**src/rtl/id_issue_ctrl_pkg.sv**
```systemverilog
// Shared constants and types for the decode-stage issue controller (state encoding, inflight limit).
package id_issue_ctrl_pkg;

  localparam int         INFLIGHT_MAX     = 4;
  localparam int         INFLIGHT_CNT_BUS = 3;

  localparam logic [0:0] ST_RUN           = 1'b0;
  localparam logic [0:0] ST_DRAIN         = 1'b1;

  typedef logic [4:0]                  reg_idx_t;
  typedef logic [INFLIGHT_CNT_BUS-1:0] cnt_t;

  // x0 is hardwired zero, so its mask is always empty.
  function automatic logic [31:0] idx_mask(input reg_idx_t idx);
    return (idx == 5'd0) ? 32'd0 : (32'd1 << idx);
  endfunction

endpackage

```
**src/rtl/id_issue_ctrl_if.sv**
```systemverilog
// Decode/execute/writeback handshake bundle between the decode stage and the issue controller.
interface id_issue_ctrl_if;
  import id_issue_ctrl_pkg::*;

  logic        id_valid;
  reg_idx_t    rs1_index;
  reg_idx_t    rs2_index;
  reg_idx_t    rd_index;
  logic        rs1_en;
  logic        rs2_en;
  logic        rd_en;
  logic        inst_load;
  logic        inst_csr;
  logic        ex_ready;
  logic        flush;
  logic        wb_valid;
  reg_idx_t    wb_rd_index;

  logic        issue_valid;
  logic        id_ready;
  logic        stall;
  logic [31:0] busy_vec;
  cnt_t        inflight_cnt;

  modport master (
    output id_valid, rs1_index, rs2_index, rd_index, rs1_en, rs2_en, rd_en,
           inst_load, inst_csr, ex_ready, flush, wb_valid, wb_rd_index,
    input  issue_valid, id_ready, stall, busy_vec, inflight_cnt
  );

  modport slave (
    input  id_valid, rs1_index, rs2_index, rd_index, rs1_en, rs2_en, rd_en,
           inst_load, inst_csr, ex_ready, flush, wb_valid, wb_rd_index,
    output issue_valid, id_ready, stall, busy_vec, inflight_cnt
  );

endinterface

```
**src/rtl/id_scoreboard.sv**
```systemverilog
// Register busy scoreboard: set on issue, clear on writeback, RAW/WAW lookup.
// WB_BYPASS_EN: a source being cleared by this cycle's writeback is not treated as busy.
module id_scoreboard
  import id_issue_ctrl_pkg::*;
(
  input  logic        i_clk,
  input  logic        i_rst_n,
  input  logic        i_set_vld,
  input  reg_idx_t    i_set_idx,
  input  logic        i_clr_vld,
  input  reg_idx_t    i_clr_idx,
  input  logic        i_rs1_en,
  input  reg_idx_t    i_rs1_idx,
  input  logic        i_rs2_en,
  input  reg_idx_t    i_rs2_idx,
  input  logic        i_rd_en,
  input  reg_idx_t    i_rd_idx,
  output logic [31:0] o_busy_vec,
  output logic        o_hazard,
  output logic        o_clr_hit
);

  logic [31:0] r_busy;
  logic [31:0] w_set_mask;
  logic [31:0] w_clr_mask;
  logic [31:0] w_src_busy;

  assign w_set_mask = i_set_vld ? idx_mask(i_set_idx) : 32'd0;
  assign w_clr_mask = i_clr_vld ? idx_mask(i_clr_idx) : 32'd0;

  // Set wins over clear on the same index.
  always_ff @(posedge i_clk or negedge i_rst_n) begin
    if (!i_rst_n) r_busy <= 32'd0;
    else          r_busy <= (r_busy & ~w_clr_mask) | w_set_mask;
  end

`ifdef WB_BYPASS_EN
  assign w_src_busy = r_busy & ~w_clr_mask;
`else
  assign w_src_busy = r_busy;
`endif

  assign o_hazard   = (i_rs1_en & w_src_busy[i_rs1_idx]) |
                      (i_rs2_en & w_src_busy[i_rs2_idx]) |
                      (i_rd_en  & r_busy[i_rd_idx]);
  assign o_clr_hit  = |(r_busy & w_clr_mask);
  assign o_busy_vec = r_busy;

endmodule

```
**src/rtl/id_issue_ctrl.sv**
```systemverilog
// Decode-stage issue controller: hazard stall, zero-latency issue, inflight counting, CSR drain FSM.
// Scoreboard lives in id_scoreboard; WB_BYPASS_EN selects writeback bypass of source hazards.
module id_issue_ctrl
  import id_issue_ctrl_pkg::*;
(
  input logic           clk,
  input logic           rst_n,
  id_issue_ctrl_if.slave io
);

  logic [0:0]  r_state;
  logic [0:0]  w_state_nxt;
  cnt_t        r_cnt;
  cnt_t        w_cnt_nxt;
  logic [31:0] w_busy;
  logic        w_hazard;
  logic        w_clr_hit;
  logic        w_full;
  logic        w_csr_hold;
  logic        w_stall;
  logic        w_issue;
  logic        w_fire;
  logic        w_set;
  logic        w_collide;
  logic        w_inc;
  logic        w_dec;
  logic        w_unused;

  id_scoreboard u_sb (
    .i_clk      (clk),
    .i_rst_n    (rst_n),
    .i_set_vld  (w_set),
    .i_set_idx  (io.rd_index),
    .i_clr_vld  (io.wb_valid),
    .i_clr_idx  (io.wb_rd_index),
    .i_rs1_en   (io.rs1_en),
    .i_rs1_idx  (io.rs1_index),
    .i_rs2_en   (io.rs2_en),
    .i_rs2_idx  (io.rs2_index),
    .i_rd_en    (io.rd_en),
    .i_rd_idx   (io.rd_index),
    .o_busy_vec (w_busy),
    .o_hazard   (w_hazard),
    .o_clr_hit  (w_clr_hit)
  );

  assign w_full     = (r_cnt == cnt_t'(INFLIGHT_MAX));
  // CSRs only issue once every outstanding writer has retired.
  assign w_csr_hold = io.inst_csr & (r_cnt != '0);
  assign w_stall    = rst_n & io.id_valid &
                      (w_hazard | w_full | (r_state == ST_DRAIN) | w_csr_hold);
  assign w_issue    = rst_n & io.id_valid & ~w_stall & ~io.flush & (r_state == ST_RUN);
  assign w_fire     = w_issue & io.ex_ready;

  assign w_set      = w_fire & io.rd_en & (io.rd_index != '0);
  assign w_collide  = w_set & io.wb_valid & (io.wb_rd_index == io.rd_index);
  assign w_inc      = w_set & ~w_collide;
  assign w_dec      = w_clr_hit & ~w_collide & (r_cnt != '0);

  always_comb begin
    w_cnt_nxt = r_cnt;
    if (w_inc & ~w_dec)      w_cnt_nxt = r_cnt + cnt_t'(1);
    else if (w_dec & ~w_inc) w_cnt_nxt = r_cnt - cnt_t'(1);
  end

  always_comb begin
    w_state_nxt = r_state;
    if (r_state == ST_RUN) begin
      if (io.id_valid & io.inst_csr & (r_cnt != '0) & ~io.flush) w_state_nxt = ST_DRAIN;
    end else if (io.flush || (w_cnt_nxt == '0)) begin
      w_state_nxt = ST_RUN;
    end
  end

  always_ff @(posedge clk or negedge rst_n) begin
    if (!rst_n) begin
      r_state <= ST_RUN;
      r_cnt   <= '0;
    end else begin
      r_state <= w_state_nxt;
      r_cnt   <= w_cnt_nxt;
    end
  end

  assign w_unused        = io.inst_load;

  assign io.stall        = w_stall;
  assign io.issue_valid  = w_issue;
  assign io.id_ready     = w_fire | ~io.id_valid | io.flush | ~rst_n;
  assign io.busy_vec     = w_busy;
  assign io.inflight_cnt = r_cnt;

endmodule

```
**src/flat_wrapper.sv**
```systemverilog
// flat-port wrapper written by rule: the top's interface ports become plain ports
module id_issue_ctrl_flat import id_issue_ctrl_pkg::*;
  (clk, rst_n, io_id_valid, io_rs1_index, io_rs2_index, io_rd_index, io_rs1_en, io_rs2_en, io_rd_en, io_inst_load, io_inst_csr, io_ex_ready, io_flush, io_wb_valid, io_wb_rd_index, io_issue_valid, io_id_ready, io_stall, io_busy_vec, io_inflight_cnt);
  id_issue_ctrl_if io_i ();
  input logic clk;
  input logic rst_n;
  input wire logic [$bits(io_i.id_valid)-1:0] io_id_valid;
  input wire logic [$bits(io_i.rs1_index)-1:0] io_rs1_index;
  input wire logic [$bits(io_i.rs2_index)-1:0] io_rs2_index;
  input wire logic [$bits(io_i.rd_index)-1:0] io_rd_index;
  input wire logic [$bits(io_i.rs1_en)-1:0] io_rs1_en;
  input wire logic [$bits(io_i.rs2_en)-1:0] io_rs2_en;
  input wire logic [$bits(io_i.rd_en)-1:0] io_rd_en;
  input wire logic [$bits(io_i.inst_load)-1:0] io_inst_load;
  input wire logic [$bits(io_i.inst_csr)-1:0] io_inst_csr;
  input wire logic [$bits(io_i.ex_ready)-1:0] io_ex_ready;
  input wire logic [$bits(io_i.flush)-1:0] io_flush;
  input wire logic [$bits(io_i.wb_valid)-1:0] io_wb_valid;
  input wire logic [$bits(io_i.wb_rd_index)-1:0] io_wb_rd_index;
  output wire logic [$bits(io_i.issue_valid)-1:0] io_issue_valid;
  output wire logic [$bits(io_i.id_ready)-1:0] io_id_ready;
  output wire logic [$bits(io_i.stall)-1:0] io_stall;
  output wire logic [$bits(io_i.busy_vec)-1:0] io_busy_vec;
  output wire logic [$bits(io_i.inflight_cnt)-1:0] io_inflight_cnt;
  assign io_i.id_valid = io_id_valid;
  assign io_i.rs1_index = io_rs1_index;
  assign io_i.rs2_index = io_rs2_index;
  assign io_i.rd_index = io_rd_index;
  assign io_i.rs1_en = io_rs1_en;
  assign io_i.rs2_en = io_rs2_en;
  assign io_i.rd_en = io_rd_en;
  assign io_i.inst_load = io_inst_load;
  assign io_i.inst_csr = io_inst_csr;
  assign io_i.ex_ready = io_ex_ready;
  assign io_i.flush = io_flush;
  assign io_i.wb_valid = io_wb_valid;
  assign io_i.wb_rd_index = io_wb_rd_index;
  assign io_issue_valid = io_i.issue_valid;
  assign io_id_ready = io_i.id_ready;
  assign io_stall = io_i.stall;
  assign io_busy_vec = io_i.busy_vec;
  assign io_inflight_cnt = io_i.inflight_cnt;
  id_issue_ctrl u_core (.clk(clk), .rst_n(rst_n), .io(io_i));
endmodule
```
**config.mk**
```make
export PLATFORM = sky130hd
export DESIGN_NAME = id_issue_ctrl_flat
export DESIGN_NICKNAME = d
export VERILOG_FILES = /design/src/rtl/id_issue_ctrl_pkg.sv /design/src/rtl/id_issue_ctrl_if.sv /design/src/rtl/id_scoreboard.sv /design/src/rtl/id_issue_ctrl.sv /design/src/flat_wrapper.sv
export SDC_FILE = /design/constraint.sdc
export NUM_CORES = 1
export LEC_CHECK = 0
export ABC_AREA = 1
export CORE_MARGIN = 2
export CORE_UTILIZATION = 57
export DETAILED_ROUTE_END_ITERATION = 7
export GPL_ROUTABILITY_DRIVEN = 0
export PLACE_DENSITY_LB_ADDON = 0.2
export SLEW_MARGIN = 20
export SYNTH_ARGS = -nofsm -noshare
export SYNTH_HDL_FRONTEND = slang
export SYNTH_SLANG_ARGS = --single-unit
```
**constraint.sdc**
```tcl
create_clock -name clk -period 5.1 [get_ports clk]
set_clock_uncertainty 0.15 [all_clocks]
set_input_delay 0.765 -clock clk [delete_from_list [all_inputs] [get_ports clk]]
set_output_delay 0.765 -clock clk [all_outputs]
set_load 0.02 [all_outputs]
```
After elaboration in Yosys (flattened, before gate mapping):

Cells that the tools add are included.

* flip-flop bits (word level): 36
* input bits: 31
* output and inout port bits: 38
* word-level logic and storage cells: 76

* add/sub/neg operators: 2
* $lt $le $gt $ge: 3
* eq/ne operators: 2
* shift operators: 2
* multiplexer cells: 15
* bitwise logic cells: 42
* reductions and logical operators: 7

Operators by type and width (count)
* $mux W32: 4
* $and A32 B32 Y32: 2
* $shl A1 B5 Y32 const A: 2
* $not A32 Y32: 1
* $or A32 B32 Y32: 1
* $reduce_or A32 Y1: 1
* $and A1 B1 Y1: 22
* $lt A5 B6 Y1 const B: 3
* $bmux W1 S5: 3
* $logic_not A5 Y1: 2
* $not A1 Y1: 8
* $or A1 B1 Y1: 8
* $mux W1: 6
* $mux W3: 2
* $eq A5 B5 Y1: 1
* $reduce_bool A5 Y1: 1
* $add A3 B1 Y3 const B: 1
* $eq A3 B3 Y1 const B: 1
* $logic_not A3 Y1: 1
* $reduce_bool A3 Y1: 1
* $sub A3 B1 Y3 const B: 1
* $logic_or A1 B1 Y1: 1

Depth between registers and ports, before layout:

* word-level depth: 28
* depth in mapped cells: 20
* depth with buffers taken out: 18

Cells and area by module:

From an unflattened synthesis, not the netlist that was laid out.

* cell total of the unflattened synthesis: 548
* area total of the unflattened synthesis: 3355.7 µm²

By module, submodules not included
* id_scoreboard: instances 1, cells an instance 467, area each 2808.9 µm², sequential area each 800.8 µm²
* id_issue_ctrl: instances 1, cells an instance 81, area each 546.8 µm², sequential area each 100.1 µm²

Least setup slack after synthesis:

Ideal clock, no wire load.

* path type: input to output
* start point: input port io_rd_index[1]
* end point: output port io_id_ready
* arrival time: 1967 ps
* required time: 4185 ps
* path slack: 2218 ps
* cell stages on the path: 13
* path buffers: 2
* cell sequence: buf_4 nand2_2 inv_2 buf_6 nand2_1 nand3b_1 nand3_1 nand3_1 nand3_1 nand2_2 nor2_4 nand3_2 nand4_1

* cells in the longest elaborated chain, start to end: 16

Ends and longest elaborated chain
* start: declaration: RTL line flat_wrapper.sv:10 `input wire logic [$bits(io_i.rd_index)-1:0] io_rd_index;`
* $bmux W1 S5: RTL line id_scoreboard.sv:45 `(i_rd_en & r_busy[i_rd_idx]);`
* $mux W1 (not written as such): RTL line id_scoreboard.sv:45
* $and A1 B1 Y1: RTL line id_scoreboard.sv:45
* $or A1 B1 Y1: RTL line id_scoreboard.sv:44 `(i_rs2_en & w_src_busy[i_rs2_idx]) |`
* $or A1 B1 Y1 (3 in series): RTL line id_issue_ctrl.sv:51 `(w_hazard | w_full | (r_state == ST_DRAIN) | w_csr_hold);`
* $and A1 B1 Y1: RTL line id_issue_ctrl.sv:50 `assign w_stall = rst_n & io.id_valid &`
* $not A1 Y1: RTL line id_issue_ctrl.sv:52 `assign w_issue = rst_n & io.id_valid & ~w_stall & ~io.flush & (r_state == ST_RUN);`
* $and A1 B1 Y1 (3 in series): RTL line id_issue_ctrl.sv:52
* $and A1 B1 Y1: RTL line id_issue_ctrl.sv:53 `assign w_fire = w_issue & io.ex_ready;`
* $or A1 B1 Y1 (3 in series): RTL line id_issue_ctrl.sv:89 `assign io.id_ready = w_fire | ~io.id_valid | io.flush | ~rst_n;`
* end: declaration: RTL line flat_wrapper.sv:21 `output wire logic [$bits(io_i.id_ready)-1:0] io_id_ready;`

Every way passes these cells. The select of a mux whose other input is x is not followed.

Worst setup path after layout:

* start point: input port io_rs2_index[0]
* end point: output port io_id_ready

* cells in the longest elaborated chain, start to end: 17

Ends and longest elaborated chain
* start: declaration: RTL line flat_wrapper.sv:9 `input wire logic [$bits(io_i.rs2_index)-1:0] io_rs2_index;`
* $bmux W1 S5: RTL line id_scoreboard.sv:44
* $mux W1 (not written as such): RTL line id_scoreboard.sv:44
* $and A1 B1 Y1: RTL line id_scoreboard.sv:44
* $or A1 B1 Y1: RTL line id_scoreboard.sv:43 `assign o_hazard = (i_rs1_en & w_src_busy[i_rs1_idx]) |`
* $or A1 B1 Y1: RTL line id_scoreboard.sv:44
* $or A1 B1 Y1 (3 in series): RTL line id_issue_ctrl.sv:51
* $and A1 B1 Y1: RTL line id_issue_ctrl.sv:50
* $not A1 Y1: RTL line id_issue_ctrl.sv:52
* $and A1 B1 Y1 (3 in series): RTL line id_issue_ctrl.sv:52
* $and A1 B1 Y1: RTL line id_issue_ctrl.sv:53
* $or A1 B1 Y1 (3 in series): RTL line id_issue_ctrl.sv:89

Every way passes these cells. The select of a mux whose other input is x is not followed.

==> results.json <==
{
  "final_hold_viol_count": 0,
  "dp_cells": 688,
  "drive_gt1_share_pct": 5.80,
  "viasPerCell": 6.26,
  "drt_iter0_drc": 576,
  "min_to": "u_core.u_sb.o_busy_vec[0]",
  "critPathSlowestCell": "clkdlybuf4s50_1",
  "crit_required_ps": 4180,
  "crit_path_start_kind": "primary input",
  "status": "finished clean",
  "ir_worst_vdd_mv": 0.125,
  "powerDensity_mw_per_mm2": 228,
  "ctsResizeCount": 0,
  "htreeDepth": 2,
  "fin_setup_tns_ps": 0,
  "nets": 654,
  "rsz0062_at_grt": "no",
  "slew_violations": 0,
  "cts_tree": "built",
  "die_x_um": 81.2,
  "r2r_cells": 16,
  "finalSetupViolations": 0,
  "cts_buffer_depth": 2,
  "synth_commonest_cells": "nand2_1 (174), nand3_1 (106), nor2_1 (49)",
  "syn_area_mm2": 0.00339,
  "synth_top_area_share_pct": 26.5,
  "synth_edf_count": 0,
  "netlist_instances": 571,
  "core_area_mm2": 0.00585,
  "max_freq_mhz": 228,
  "slew_headroom_pct": 55.9,
  "fin_cells": 696,
  "ys_seq_area_share_pct": 26.5,
  "grt_max_degree": 38,
  "utilization_pct": 70.4,
  "path_cells": "clkdlybuf4s50_1 > inv_4 > nand2_1 > nand3_1 > nand3_1 > nand2_1 > nand2_1 > nand3b_1 > nand3_1 > nand2_2 > nor2_4 > nand3_2 > nand4_1 > clkdlybuf4s50_1",
  "die_h_um": 81.2,
  "syn_nets": 605,
  "endpoint_kind": "output pin",
  "syn_avg_cell_area_um2": 5.94,
  "post-route-period-util_pct": 85.9,
  "whs_path_depth": 0,
  "die-area_mm2": 0.00659,
  "cts_root_buf": "clkbuf_8",
  "antenna_found_initial": 0,
  "grt_pass1_vias": 3876,
  "n_antenna_cell": 0,
  "track_usage_pct": 37.2,
  "synthTopCellsByArea": "dfrtp_1 (27%), nand2_1 (19%), nand3_1 (16%), o21ai_0 (6.9%), nand4_1 (6.3%)",
  "ioPinCount": 69,
  "grt_pass1_wl_um": 18700,
  "synthFlopType": "dfrtp_1",
  "r2r_end": "u_core.r_state",
  "drt_wl_total_um": 12000,
  "total_leakage_power_nw": 1.81,
  "drc": 0,
  "fp-row-count": 28,
  "grt.overflow.total": 0,
  "path_max_fanout": 17,
  "cts_setup_buffers": 0,
  "yosysTopAreaCell": "dfrtp_1",
  "synth_most_common_cell": "nand2_1",
  "numCtsBuffers": 5,
  "crit_arrival_ps": 3470,
  "area_growth_pct": 21.4,
  "slowest_delay_ps": 860,
  "yosys_warnings": 0,
  "worst_pin_slew_ps": 659,
  "crit_type": "primary input to output pin",
  "clkSlewWorstSetupHoldPaths_ps": 70,
  "r2r_slack_ps": 2500,
  "wire_per_inst_um": 17.2,
  "period_needed_ps": 4380,
  "num_vias": 4359,
  "r2r_start": "u_core.u_sb.o_busy_vec[28]",
  "ctsHoldBuffers": 0,
  "hpwl_um": 8430,
  "synth_seq_cells": 36,
  "hp-start": "u_core.u_sb.o_busy_vec[0]",
  "start_util_pct": 58.0,
  "yosysUniqueCellTypes": 30,
  "io_buffers": 67,
  "drv_cap": 0,
  "postRouteAntennaNets": 0,
  "holdCritPathClass": "flop to flop",
  "clk_latency_ps": 290,
  "fill_cells": 506,
  "holdWs_ps": 358,
  "clock-sinks": 36,
  "crit_start": "io_rs2_index[0]",
  "synth-async-reset-ratio_pct": 100,
  "dr.pass1.iters": 7
}
cells in the final DEF (no fill, tap or decap), drive strengths merged, types with 10 or more instances in the layout:
| cell | netlist | layout |
|---|---|---|
| dfrtp | 36 | 36 |
| nand4 | 35 | 35 |
| inv | 50 | 50 |
| buf | 22 | 10 |
| clkdlybuf4s50 | 0 | 66 |
| nand3 | 107 | 107 |
| nand2 | 180 | 180 |
| nor2 | 53 | 53 |
| o21ai | 48 | 48 |
| o22ai | 10 | 10 |
flip-flops by register name, summed over array words and instances (netlist names):
register	cells
u_core.u_sb.o_busy_vec	32
u_core.r_state	1
u_core.io.inflight_cnt	3
worst max path at each step:
stage          slack [ps]     endpoint
6_report              720  io_id_ready
5_1_grt               510     io_stall
4_1_cts               730  io_id_ready
3_5_place_dp          740  io_id_ready
3_3_place_gp          810  io_id_ready
2_1_floorplan        2220  io_id_ready
final cells by class:
type,instances,area [µm²],share of cell area [%]
Sequential cell,36,901,21.9
Multi-Input combinational cell,448,2100,50.9
Inverter,53,204,4.95
Clock buffer,8,90.1,2.19
Timing Repair Buffer,76,733,17.8
Tap cell,75,93.8,2.28
routing by layer:
layer | global-route usage (%) | up-vias | wire length, µm
met1 | 49.5 | 1915 | 4560
met5 | 0 | - | 0
met3 | 5.67 | 79 | 1480
met2 | 57.6 | 354 | 5220
li1 | - | 2011 | -
met4 | 20.7 | 0 | 696
where the power goes:
group          internal, W  switching [W]  total [W]
combinational     0.000143       0.000221   0.000364
clock             0.000110       0.000104   0.000214
sequential        0.000316      0.0000462   0.000362
total             0.000568       0.000371   0.000940
cells by family after synthesis:
logic type	synth area share, %
and+or+nand+nor	50.6
buffers and inverters	11.6
AOI/OAI and AO/OA	9.85
DFF	26.5
adders and majority gates	1.11
xor gates and xnor gates	0.258
per-stage QoR:
step	worst slack, ps	power [W]	cell area, µm²
floorplan	2220	0.000571	3390
global placement	806	0.000709	4030
detailed placement	741	0.000722	4030
CTS	734	0.000932	4120
global route	510	0.000991	4120
finish	717	0.000940	4120
critical path, delay by kind of cell:
kind,cells,cell delay (ps)
and+or+nand+nor,11,1030
buffers and inverters,3,1650
No activity file was read; power rests on OpenSTA's default activity.
